[src/rtl/fetch_buffer.sv]
// Fetch-to-decode decoupling queue: accepts up to two instructions per cycle and offers
// decode the oldest one or two. Optional cycle statistics under FETCH_BUF_STAT_EN.
package fetch_buffer_pkg;

  typedef struct packed {
    logic        taken;
    logic [31:0] target;
  } Predict_Branch_S;

  typedef struct packed {
    logic [31:0]     instr;
    logic [31:0]     pc;
    Predict_Branch_S bp;
    logic [4:0]      exc;
    logic            tre;
  } fb_entry_t;

endpackage

module fetch_buffer
  import fetch_buffer_pkg::*;
#(
  parameter int DEPTH = 8
) (
  input  logic                  clk,
  input  logic                  resetn,
  input  logic                  flush,
  input  logic [1:0]            if_valid,
  input  logic [63:0]           if_instr,
  input  logic [31:0]           if_pc,
  input  Predict_Branch_S [1:0] if_bp_info,
  input  logic [4:0]            if_exc_code,
  input  logic                  if_tre,
  output logic                  fb_ready,
  input  logic                  allowin_D,
  output logic [1:0]            valid_F,
  output logic [63:0]           instr_F,
  output logic [31:0]           pc_F,
  output Predict_Branch_S [1:0] bp_info_F,
  output logic [4:0]            exc_code_F,
  output logic                  tre_F
`ifdef FETCH_BUF_STAT_EN
  ,
  output logic [31:0]           stat_empty_cyc,
  output logic [31:0]           stat_full_cyc
`endif
);

  localparam int AW = $clog2(DEPTH);
  localparam int CW = AW + 1;

  fb_entry_t        entry_q [DEPTH];
  logic [AW-1:0]    head_q, head_d;
  logic [AW-1:0]    tail_q, tail_d;
  logic [CW-1:0]    count_q, count_d;

  logic [AW-1:0]    head_p1;
  logic [AW-1:0]    tail_p1;
  logic [31:0]      if_pc_p4;
  logic             do_enq;
  logic [1:0]       n_enq;
  logic [1:0]       n_deq;
  fb_entry_t        wr0;
  fb_entry_t        wr1;
  fb_entry_t        head_ent;
  fb_entry_t        next_ent;
  logic             pair_ok;

  assign head_p1  = head_q + AW'(1);
  assign tail_p1  = tail_q + AW'(1);
  assign if_pc_p4 = if_pc + 32'd4;

  // Ready looks only at the registered count so fetch never depends on decode's handshake.
  assign fb_ready = (count_q <= CW'(DEPTH - 2));
  assign do_enq   = fb_ready && (|if_valid);
  assign n_enq    = do_enq ? ({1'b0, if_valid[0]} + {1'b0, if_valid[1]}) : 2'd0;
  assign n_deq    = allowin_D ? ({1'b0, valid_F[0]} + {1'b0, valid_F[1]}) : 2'd0;

  always_comb begin
    wr0       = '0;
    wr1       = '0;
    wr0.exc   = if_exc_code;
    wr0.tre   = if_tre;
    wr1.exc   = if_exc_code;
    wr1.tre   = if_tre;
    wr1.instr = if_instr[63:32];
    wr1.pc    = if_pc_p4;
    wr1.bp    = if_bp_info[1];
    if (if_valid[0]) begin
      wr0.instr = if_instr[31:0];
      wr0.pc    = if_pc;
      wr0.bp    = if_bp_info[0];
    end else begin
      wr0.instr = if_instr[63:32];
      wr0.pc    = if_pc_p4;
      wr0.bp    = if_bp_info[1];
    end
  end

  always_ff @(posedge clk or negedge resetn) begin
    if (!resetn) begin
      for (int i = 0; i < DEPTH; i++) begin
        entry_q[i] <= '0;
      end
    end else if (do_enq && !flush) begin
      entry_q[tail_q] <= wr0;
      if (&if_valid) begin
        entry_q[tail_p1] <= wr1;
      end
    end
  end

  always_comb begin
    head_d  = head_q + AW'(n_deq);
    tail_d  = tail_q + AW'(n_enq);
    count_d = count_q + CW'(n_enq) - CW'(n_deq);
    if (flush) begin
      head_d  = '0;
      tail_d  = '0;
      count_d = '0;
    end
  end

  always_ff @(posedge clk or negedge resetn) begin
    if (!resetn) begin
      head_q  <= '0;
      tail_q  <= '0;
      count_q <= '0;
    end else begin
      head_q  <= head_d;
      tail_q  <= tail_d;
      count_q <= count_d;
    end
  end

  // A pair must satisfy decode's implicit pc1 = pc0 + 4 and its shared exception fields.
  assign head_ent = entry_q[head_q];
  assign next_ent = entry_q[head_p1];
  assign pair_ok  = (count_q >= CW'(2)) &&
                    (next_ent.pc == head_ent.pc + 32'd4) &&
                    (next_ent.exc == head_ent.exc) &&
                    (next_ent.tre == head_ent.tre);

  always_comb begin
    if (pair_ok) begin
      valid_F = 2'b11;
    end else if (count_q != '0) begin
      valid_F = 2'b01;
    end else begin
      valid_F = 2'b00;
    end
  end

  assign pc_F         = head_ent.pc;
  assign exc_code_F   = head_ent.exc;
  assign tre_F        = head_ent.tre;
  assign instr_F      = {(valid_F[1] ? next_ent.instr : 32'h0), head_ent.instr};
  assign bp_info_F[0] = head_ent.bp;
  assign bp_info_F[1] = valid_F[1] ? next_ent.bp : '0;

`ifdef FETCH_BUF_STAT_EN
  logic [31:0] stat_empty_q;
  logic [31:0] stat_full_q;

  always_ff @(posedge clk or negedge resetn) begin
    if (!resetn) begin
      stat_empty_q <= '0;
      stat_full_q  <= '0;
    end else begin
      if (count_q == '0) begin
        stat_empty_q <= stat_empty_q + 32'd1;
      end
      if (!fb_ready && (|if_valid)) begin
        stat_full_q <= stat_full_q + 32'd1;
      end
    end
  end

  assign stat_empty_cyc = stat_empty_q;
  assign stat_full_cyc  = stat_full_q;
`endif

endmodule

[config.mk]
export PLATFORM = sky130hd
export DESIGN_NAME = fetch_buffer
export DESIGN_NICKNAME = d
export VERILOG_FILES = /design/src/rtl/fetch_buffer.sv
export SDC_FILE = /design/constraint.sdc
export NUM_CORES = 2
export LEC_CHECK = 0
export ABC_AREA = 1
export CAP_MARGIN = 5
export CORE_UTILIZATION = 43
export CTS_CLUSTER_DIAMETER = 120
export DETAILED_ROUTE_END_ITERATION = 10
export PLACE_DENSITY = 0.61
export SLEW_MARGIN = 20
export SYNTH_ARGS = -nofsm -noshare
export SYNTH_HDL_FRONTEND = slang
export SYNTH_SLANG_ARGS = --single-unit
[constraint.sdc]
create_clock -name clk -period 4 [get_ports clk]
set_clock_uncertainty 0.15 [all_clocks]
set_input_delay 1.2 -clock clk [delete_from_list [all_inputs] [get_ports clk]]
set_output_delay 1.2 -clock clk [all_outputs]
set_load 0.1 [all_outputs]
==> results.cfg <==
[run_status]
status = finished, violations left
violations = negative setup slack

[timing]
finalMaxSlewViolations = 0
setup_viol = 154
min_period_ns = 5.718
hold_viol_final = 0
max_freq_ghz = 0.1749
rsz0062_at_grt = true
worst_slack_ns = -1.718
whs_ns = 0.3198
post-route-period-util_pct = 142.9
slew_headroom_pct = 24.68
worst_pin_slew_ns = 1.130

[global_route]
grt-busiest-layer = met2
use_met2_pct = 58.36
grt_pass1_wl_um = 395800
grt.total_usage_pct = 39.14
grt_max_degree = 251
grt_pass1_vias = 62680
grt-ovfl-total = 0
antenna_found_initial = 10
grtUsageMet3_pct = 9.142
grtUsageMet1_pct = 52.39

[floorplan]
die_x_um = 363.4
fp.dieArea_mm2 = 0.1320
num_rows = 132
io_pins = 345
initial_core_util_pct = 43.37
core_mm2 = 0.1295
die_h_um = 363.4

[clock_tree]
cts_buffers = 103
cts_max_level = 3
cts_buffer_depth = 3
cts_tree = done
root_buffer = clkbuf_16
clk_pin_slew_ns = 0.06
cts.sinks = 834
ctsHoldBuffers = 0
insertion_delay_ns = 0.75

[run]
maxCapViolCount = 0

[drt]
post_drt_wl_per_cell_um = 25.61
viasPerCell = 6.300
route.detailed.drc = 0
drt_iter0_markers = 9417
drt-total-wl_um = 271400
via_count = 66770
ant_nets = 0
dr.pass1.iters = 10

[final_layout]
drive_gt1_share_pct = 20.80
synthToLayoutAreaGrowth_pct = 35.92
nets = 8959

[critical_path]
cp_slowest_cell = dfrtp_4
crit_path_end_kind = primary output
crit_arrival_ns = 4.37
crit_path_start_kind = flip-flop
crit_top_cell = nand2_1
path_max_fanout = 8
cp_slowest_stage_delay_ns = 0.50
path_class = flip-flop to primary output
required_ns = 2.65

[power]
total_leakage_power_uw = 0.03481
power_density_mw_per_mm2 = 912.1
max-vdd-ir-drop_uv = 1096

[logic_synthesis]
ys_warn_count = 0
yosysSeqAreaShare_pct = 37.16
ys.flop_type = dfrtp_1
synth-seq-cells = 834
async_flop_share_pct = 100.0
yosys.area.top_type = dfrtp_1
netlist_top_cells_area = dfrtp_1, nand2_1, o21ai_0
avgSynthCellArea_um2 = 6.979
syn_area_mm2 = 0.05616
synth_cell_types = 54
synth_top_cell_area_share_pct = 37.16
synth_edf_count = 0
syn_inst = 8046
synth_nets = 8238

[place]
pre_cts_slack_ns = -1.261
gp_congestion = 0.9737
portBuffers = 344
dp_hpwl_um = 157000

[min_path]
min_path_type = primary input to async pin
flip-flops by register name, summed over array words and instances (netlist names):
register / flops
entry_q: 824
tail_q: 3
head_q: 3
count_q: 4
stage by stage:
step           std cells  total power [uW]  area, um^2  utilization [%]  TNS [ns]
3_3_place_gp       10320             55080       70140            54.17   -123.13
4_1_cts            10560             67200       75030            57.94   -157.28
3_5_place_dp       10320             55380       70140            54.17   -125.21
6_report           10600             69620       76330            58.95   -153.21
5_1_grt            10600             72850       76320            58.94   -172.14
2_1_floorplan       8046             38930       57620                -    -46.28
Yosys cell counts, drive strengths merged, types with 34 or more instances:
cell        n
o21ai    1053
a22oi     221
a221oi     65
a31oi     139
a21oi     635
or2        37
o22ai     716
inv       918
o2111ai    76
clkbuf    532
a32oi      34
nor2      405
nand3     268
buf       192
nand2    1703
dfrtp     834
o211ai     46
cells by family after synthesis:
logic type / after synthesis / synth area share [%]
compound gates: 3034 / 31.66
simple gates: 2468 / 18.26
flops: 834 / 37.16
fa+ha+maj: 18 / 0.4545
mux: 2 / 0.03565
xor+xnor: 40 / 0.6907
buf+inv: 1650 / 11.74
cells in the final DEF, fill, tap and decap left out, types with 31 or more instances in the layout:
cell type and n:
nor2_1 280, a31oi_4 66, nand3_2 48, buf_12 278, o21ai_0 941, inv_1 888, clkbuf_8 31, a221oi_1 54
or2_2 35, a21oi_1 630, a32oi_1 34, a31oi_1 70, nand2_1 1590, clkdlybuf4s50_1 171, dfrtp_1 831, o21ai_1 100
o2111ai_1 76, buf_6 35, clkbuf_16 118, o22ai_1 715, a22oi_1 221, buf_4 813, nor2_4 98, nand3_1 215
a22o_1 31, o211ai_1 46, nand2_2 83
what timing repair did:
item / in CTS / in global routing
buffers inserted: 38 / 22
resized for setup: 219 / 212
cloned: 5 / 21
pin swaps: 58 / 67
setup endpoints to repair: 155 / 169
final cells by class:
type                       instances  area (um^2)
fill                           11710        53160
timing repair inverter             2        27.53
sequential                       834        20880
timing repair buffer            1338        14790
multi-input combinational       5562        31160
tap                             1742         2180
antenna                            2        5.005
clock buffer                     143         3059
inverter                         926         3580
clock inverter                    50        643.1
report_power, final:
group	switching, uW	total (uW)	leakage (uW)	internal, uW
registers	1840	13600	0.00958	11800
logic	29000	45700	0.0234	16700
clock network	4260	10300	0.00183	6070
worst paths after layout:
check	start	to	slack [ns]	cells past startpoint
worst max-delay path	head_q[0]$_DFF_PN0_	instr_F[33]	-1.72	25
worst min-delay path	resetn	entry_q[107]$_DFFE_PN0P_	0.32	1
worst max register to register	head_q[0]$_DFF_PN0_	count_q[3]$_DFF_PN0_	-0.78	32
worst min register to register	entry_q[40]$_DFFE_PN0P_	entry_q[40]$_DFFE_PN0P_	0.35	2
max in group asynchronous	resetn	entry_q[20]$_DFFE_PN0P_	2.33	3
min in group clk	entry_q[40]$_DFFE_PN0P_	entry_q[40]$_DFFE_PN0P_	0.35	2
per-layer routing:
layer  wire length [um]  share of wire (%)
met5                 88              0.032
met4              16830                6.2
met3              35200                 13
met2             116100                 43
met1             103200                 38
critical path: cells and delay by family, from the launching register on:
kind,cells,cell delay (ns)
AND/OR/NAND/NOR,17,1.73
buffers and inverters,8,1.33
flip-flops,1,0.50
No activity file was read; power rests on OpenSTA's default activity.
